`src/rtl/dvi_rx_tmds_decoder.sv`:
```
// TMDS channel decoder for the DVI receiver: registered 10b->8b decode plus a
// word-alignment FSM that requests deserializer bitslips until control-token runs appear.
module dvi_rx_tmds_decoder #(
  parameter int unsigned MIN_RUN        = 8,
  parameter int unsigned SEARCH_TIMEOUT = 4096,
  parameter int unsigned BITSLIP_WAIT   = 16,
  parameter int unsigned LOSS_TIMEOUT   = 1048576
) (
  input  logic       clk,
  input  logic       reset,
  input  logic [9:0] in_data,
  output logic       out_bitslip,
  output logic       out_locked,
  output logic       out_de,
  output logic [1:0] out_ctl,
  output logic [7:0] out_data
);

  localparam int unsigned RunW    = $clog2(MIN_RUN + 1);
  localparam int unsigned SearchW = $clog2(SEARCH_TIMEOUT);
  localparam int unsigned WaitW   = $clog2(BITSLIP_WAIT);
  localparam int unsigned LossW   = $clog2(LOSS_TIMEOUT);
  localparam int unsigned TimerW0 = (SearchW > WaitW) ? SearchW : WaitW;
  localparam int unsigned TimerW  = (TimerW0 > LossW) ? TimerW0 : LossW;

  localparam logic [RunW-1:0]   RunMax     = RunW'(MIN_RUN);
  localparam logic [RunW-1:0]   RunLast    = RunW'(MIN_RUN - 1);
  localparam logic [TimerW-1:0] SearchLast = TimerW'(SEARCH_TIMEOUT - 1);
  localparam logic [TimerW-1:0] WaitLast   = TimerW'(BITSLIP_WAIT - 1);
  localparam logic [TimerW-1:0] LossLast   = TimerW'(LOSS_TIMEOUT - 1);

  typedef enum logic [1:0] {StSearch, StSlip, StWait, StLocked} state_e;

  state_e            state_q, state_d;
  logic [TimerW-1:0] timer_q, timer_d;
  logic [RunW-1:0]   run_q, run_d;
  logic              is_token;
  logic [1:0]        token_ctl;
  logic [7:0]        q;
  logic [7:0]        data_dec;
  logic              qualify;

  // Word decode: token match and TMDS data inversion/transition recovery.
  always_comb begin
    is_token  = 1'b1;
    token_ctl = 2'b00;
    case (in_data)
      10'h354: token_ctl = 2'b00;
      10'h0AB: token_ctl = 2'b01;
      10'h154: token_ctl = 2'b10;
      10'h2AB: token_ctl = 2'b11;
      default: is_token  = 1'b0;
    endcase
    q           = in_data[9] ? ~in_data[7:0] : in_data[7:0];
    data_dec    = 8'h00;
    data_dec[0] = q[0];
    for (int i = 1; i < 8; i++) begin
      data_dec[i] = in_data[8] ? (q[i] ^ q[i-1]) : ~(q[i] ^ q[i-1]);
    end
  end

  always_ff @(posedge clk) begin
    if (reset) begin
      out_de   <= 1'b0;
      out_ctl  <= 2'b00;
      out_data <= 8'h00;
    end else if (is_token) begin
      out_de   <= 1'b0;
      out_ctl  <= token_ctl;
      out_data <= 8'h00;
    end else begin
      out_de   <= 1'b1;
      out_data <= data_dec;
    end
  end

  // Run counter is frozen at zero across a slip and its settle window.
  always_comb begin
    run_d = '0;
    if (state_q != StSlip && state_q != StWait && is_token) begin
      run_d = (run_q == RunMax) ? run_q : run_q + RunW'(1);
    end
  end

  // Fires once per run, on the token that brings the count to MIN_RUN.
  assign qualify = (state_q == StSearch || state_q == StLocked) && is_token &&
                   (run_q == RunLast);

  always_comb begin
    state_d = state_q;
    timer_d = timer_q + TimerW'(1);
    unique case (state_q)
      StSearch: begin
        if (qualify) begin
          state_d = StLocked;
          timer_d = '0;
        end else if (timer_q == SearchLast) begin
          state_d = StSlip;
          timer_d = '0;
        end
      end
      StSlip: begin
        state_d = StWait;
        timer_d = '0;
      end
      StWait: begin
        if (timer_q == WaitLast) begin
          state_d = StSearch;
          timer_d = '0;
        end
      end
      StLocked: begin
        if (qualify) begin
          timer_d = '0;
        end else if (timer_q == LossLast) begin
          state_d = StSearch;
          timer_d = '0;
        end
      end
      default: begin
        state_d = StSearch;
        timer_d = '0;
      end
    endcase
  end

  always_ff @(posedge clk) begin
    if (reset) begin
      state_q     <= StSearch;
      timer_q     <= '0;
      run_q       <= '0;
      out_bitslip <= 1'b0;
      out_locked  <= 1'b0;
    end else begin
      state_q     <= state_d;
      timer_q     <= timer_d;
      run_q       <= run_d;
      out_bitslip <= (state_d == StSlip);
      out_locked  <= (state_d == StLocked);
    end
  end

endmodule

```
`config.mk`:
```
export PLATFORM = sky130hd
export DESIGN_NAME = dvi_rx_tmds_decoder
export DESIGN_NICKNAME = d
export VERILOG_FILES = /design/src/rtl/dvi_rx_tmds_decoder.sv
export SDC_FILE = /design/constraint.sdc
export NUM_CORES = 1
export LEC_CHECK = 0
export ABC_CLOCK_PERIOD_IN_PS = 3000
export BUFFER_PORTS_ARGS = -buffer_cell sky130_fd_sc_hd__buf_2
export CAP_MARGIN = 10
export CORE_MARGIN = 2
export CORE_UTILIZATION = 64
export CTS_BUF_LIST = sky130_fd_sc_hd__clkbuf_8
export DETAILED_ROUTE_END_ITERATION = 7
export PLACE_DENSITY_LB_ADDON = 0.12
export SYNTH_ARGS = -nofsm -noshare
export SYNTH_HDL_FRONTEND = slang
export SYNTH_SLANG_ARGS = --single-unit
export TNS_END_PERCENT = 5
```
`constraint.sdc`:
```
create_clock -name clk -period 3 [get_ports clk]
set_input_delay 0.15 -clock clk [delete_from_list [all_inputs] [get_ports clk]]
set_output_delay 0.15 -clock clk [all_outputs]
set_load 0.005 [all_outputs]
```
### Word level (Yosys, flattened, before mapping)

Index checks and enable logic that the tools add are counted.
W data, S select, Z words.

* logic and storage cells: 74
* register bits after elaboration: 39
* bits of input ports: 12

* bitwise logic cells: 16
* reductions and logical operators: 9
* add/sub/neg operators: 2
* eq/ne operators: 16
* muxes and demuxes: 23

Operators by type and width (count)
* $mux W20: 5
* $pmux W20 S4: 1
* $add A20 B1 Y20 const B: 1
* $eq A10 B10 Y1 const B: 2
* $eq A20 B12 Y1 const B: 1
* $eq A20 B20 Y1 const B: 1
* $eq A20 B4 Y1 const B: 1
* $eq A10 B8 Y1 const B: 1
* $eq A10 B9 Y1 const B: 1
* $mux W2: 5
* $mux W1: 9
* $mux W8: 1
* $not A1 Y1: 8
* $not A8 Y8: 1
* $pmux W2 S4: 1
* $xor A1 B1 Y1: 7
* $eq A2 B2 Y1 const B: 3
* $pmux W2 S3: 1
* $add A4 B1 Y4 const B: 1
* $eq A2 B1 Y1 const B: 2
* $eq A4 B3 Y1 const B: 1
* $eq A4 B4 Y1 const B: 1
* $logic_and A1 B1 Y1: 4
* $reduce_or A2 Y1: 2
* 5 further kinds: 5

### Longest topological paths before layout

* depth after elaboration: 8
* depth in mapped cells: 10

### Worst setup path after synthesis

No wires, ideal clock.

* path kind: register to register
* start point: reg timer_q[0]
* end point: reg timer_q[19]
* slack: 984 ps
* cell stages (with the launch flop): 11
* period minus slack after synthesis: 2016 ps
* setup time: 64 ps
* data required time: 2936 ps
* arrival: 1952 ps
* path buffers: 3
* cells stage by stage: dfxtp_1 > ha_1 > and3_1 > clkbuf_1 > nand3_1 > nor2_1 > o21a_1 > a311o_2 > buf_6 > buf_8 > nor2_1

* longest elaborated chain between the ends: 4
* elaborated cells on any way between the ends: 10
* classes of those cells: add/sub (1); eq/ne (3); mux (6)

Ends and longest elaborated chain
* from (decl): RTL line 35 `logic [TimerW-1:0] timer_q, timer_d;`
* from (signal assigned): RTL line 136 `timer_q <= timer_d;`
* $add A20 B1 Y20 (tied with other cells): RTL line 91 `timer_d = timer_q + TimerW'(1);`
* $mux W20 (on tied branches): RTL line 115, 97
* $mux W20 (on tied branches): RTL line 113, 94
* $pmux W20 S4 *: RTL line 92 `unique case (state_q)`

Every way passes the cells marked *; elsewhere a longest branch is shown, timed or not.
A chain may end at the register's enable or synchronous reset.

### Worst setup path in the final report

* start point: reg timer_q[4]
* end point: reg timer_q[15]

The elaborated chain is that of the path after synthesis.

==> results.tsv <==
stage	metric	value	unit
synthesis	Post-Syn Instances	224	
detailed_routing	drt wl/cell	11.78	µm
critical_path	worst path cell trace	and4_1 > nand2_2 > or4_4 > nand3_1 > a311o_2 > nor2_1	
synthesis	top cells by area, synth	dfxtp_1 39%, ha_1 8.8%, xnor2_1 7.5%, nor2_1 7.2%, xor2_1 6.2%	
final_layout	diodes inserted	0	
grt	vias in the first global route	1361	
sta	crit share post-route	71.58	%
detailed_routing	Via Count	1514	
synthesis	top cell type by total area after synthesis	dfxtp_1	
critical_path	r2r endpoint	timer_q[15]	
synthesis	Post-synth ARST share	0	%
sta	Fmax	465.7	MHz
detailed_routing	vias per cell	5.350	
pwr	Sw Share	22.32	%
synthesis	Unique masters post-synth	40	
critical_path	Reg2Reg Launch Point	timer_q[4]	
synthesis	Seq/Total Area, Yosys	39.37	%
sta	Final Max Slew Viols	0	
critical_path	Crit path arrival time	2.32	ns
die	Core Footprint	3003	µm²
synthesis	warnings from Yosys	0	
clock_network	cts repair resizes	0	
sta	RSZ-0062 raised after global routing	no	
clock_network	clock root buffer	clkbuf_8	
critical_path	worst-path fanout max	18	
die	Die X	59.67	µm
synthesis	area share of the largest cell type after synthesis	39.37	%
critical_path	critical path's slowest cell	or4_4	
final_layout	commonest non-fill, non-tap cells in the layout	39 x dfxtp_1, 38 x nor2_1, 24 x buf_2	
detailed_routing	final wirelength	3.333	mm
final_layout	Layout fillers	236	
pwr	Net Switching	0.2350	mW
critical_path	Worst Setup End Kind	register	
pwr	Leakage	0.9496	nW
critical_path	Worst Setup SP	timer_q[4]	
placed_design	Port Buf Inserts	24	
sta	Setup Viol. Count Final	0	
placed_design	HPWL Detailed	2.383	mm
pwr	sequential share of power	51.1	%
detailed_routing	drc violations	0	
synthesis	number of enable flip-flop cells after synthesis	0	
critical_path	crit path kind	register to register	
clock_network	clock tree buffer depth	2	
detailed_routing	initial DRC count	41	
final_layout	NumNets Final	275	
grt	first-pass GRT wire length	5.768	mm
sta	setup TNS	0	ns
pwr	VDD IR max	0.3334	mV
pwr	total power	1.053	mW
detailed_routing	remaining antenna violation count	0	
final_layout	Final Core Density	73.63	%
sta	Layout Skew	0.006539	ns
sta	Final min period	2.147	ns
sta	PnR worst setup slack	0.8526	ns
final_layout	commonest non-fill, non-tap cell in the layout	dfxtp_1	
die	chip height	59.67	µm
sta	Final Hold Fails	0	
worst_hold_path	Hold Crit Depth	2	
clock_network	Clock transition at path regs	0.08	ns
die	row count	20	
grt	largest net degree at the start of global routing	19	
clock_network	cts bufs inserted	5	
clock_network	worst skew pair latency	0.29	ns
pwr	Logic pwr share	7.3	%
synthesis	most common flop cell mapped by yosys	dfxtp_1	
worst_hold_path	hold endpoint	out_ctl[0]	
pwr	Power Dens Cells	476.2	nW/µm²
detailed_routing	drt pass-1 iters	4	
run	max-capacitance violation count	0	
critical_path	Reg2Reg Setup Slack	0.85	ns
worst_hold_path	HP Class	input pin to register	
run_status	outcome	finished, final reports clean	
placed_design	pre-CTS setup slack	0.8524	ns
clock_network	Hold Buf Count CTS	0	
sta	slew margin rel.	72.87	%
clock_network	post-CTS setup buffers	0	
synthesis	Post-Syn Area	1983	µm²
grt	antenna violations before repair	0	
critical_path	Startpoint Class	register	
synthesis	#FFs+latches synth	39	
synthesis	post-synthesis net count	250	
die	Die ar.	3560	µm²
clock_network	CTS H-tree depth	2	
worst_hold_path	hold_sp	reset	
die	IO Count	25	
grt	grt ovf	0	
die	initial core utilization	66.04	%
pwr	clock share of power	41.5	%
final_layout	Syn-to-layout area delta	11.48	%
critical_path	max incr delay on CP	0.55	ns
placed_design	Placer Congestion	0.8257	
critical_path	Worst Path Required	3.17	ns
final_layout	layout cell share with drive strength beyond 1	17.20	%
sta	Worst-Margin Slew	0.4070	ns
clock_network	CTS tree	built	
pwr	Int Pwr	0.8178	mW
clock_network	Clock Sinks	39	
critical_path	R2R depth	6	
grt	gr usage total	21.27	%
synthesis	mean area per synthesized cell	8.853	µm²
[Yosys cell counts (2+ instances only)]
cell and n:
a21oi_1 7, dfxtp_1 39, nor4_1 6, xor2_1 14
ha_1 14, or2_2 2, nor2_1 38, nand3_1 13
o21a_1 2, nand2_1 14, and3_1 3, nand4_1 5
nor3_1 2, inv_1 16, o21ai_0 4, clkbuf_1 2
xnor2_1 17, and4_1 3, buf_4 2
[cell type report]
| cell class | count | area [µm²] | area share (%) |
|---|---|---|---|
| clock buffers | 5 | 68.82 | 3.113 |
| clock inverters | 3 | 43.79 | 1.981 |
| inverters | 16 | 60.06 | 2.716 |
| multi-input cells | 162 | 1089 | 49.24 |
| flip-flops and latches | 39 | 780.7 | 35.31 |
| well taps | 33 | 41.29 | 1.868 |
| repair buffers | 25 | 127.6 | 5.772 |
[worst max path at each step]
stage / end / slack, ns
final: timer_q[15] / 0.85
after global placement: timer_q[5] / 0.88
after CTS: timer_q[15] / 0.84
after detailed placement: timer_q[15] / 0.85
after global routing: timer_q[19] / 0.71
after floorplan: timer_q[19] / 0.98
[layer usage]
metal / routed length, µm / GRT usage (%) / vias up
met5: 0 / 0 / -
met4: 52 / 7.619 / 0
met3: 133 / 6.061 / 5
met2: 1422 / 32.92 / 27
met1: 1725 / 28.24 / 685
li1: - / - / 797
[cells by family (layout without fill, tap and decap cells)]
kind of cell / after synthesis / count (layout) / share of synthesized area [%]
buffers and inverters: 23 / 49 / 5.741
muxes: 1 / 1 / 0.5678
and+or+nand+nor: 92 / 92 / 22.65
xor gates and xnor gates: 31 / 31 / 13.69
adders and majority gates: 14 / 14 / 8.833
DFF: 39 / 39 / 39.37
AOI/OAI and AO/OA: 24 / 24 / 9.149
[critical path, delay by kind of cell (launching register included)]
| family | cells | cell delay (ns) |
|---|---|---|
| flip-flops | 1 | 0.43 |
| AND/OR/NAND/NOR | 5 | 1.20 |
| AO/OA/AOI/OAI | 1 | 0.40 |
[sequential cells by signal, summed over array words and instances (netlist names)]
| register | cells |
|---|---|
| timer_q | 20 |
| out_data | 8 |
| run_q | 4 |
| out_ctl | 2 |
| state_q | 2 |
| out_bitslip | 1 |
| out_de | 1 |
| out_locked | 1 |
[power groups by stage]
stage	sequential (mW)	clock [mW]	combinational, mW
finish	0.538	0.437	0.0771
global route	0.541	0.466	0.0882
CTS	0.538	0.444	0.0781
detailed placement	0.551	0	0.0767
global placement	0.551	0	0.0752
floorplan	0.553	0	0.0507
[metrics by stage]
step / instances / hold slack (ns) / area, µm²
finish: 283 / 0.1231 / 2211
global route: 283 / 0.1376 / 2211
CTS: 283 / 0.1225 / 2211
detailed placement: 275 / 0.4363 / 2098
global placement: 275 / 0.4342 / 2098
floorplan: 224 / 0.2868 / 1983
Note: power is estimated with default switching activity, not from simulation.
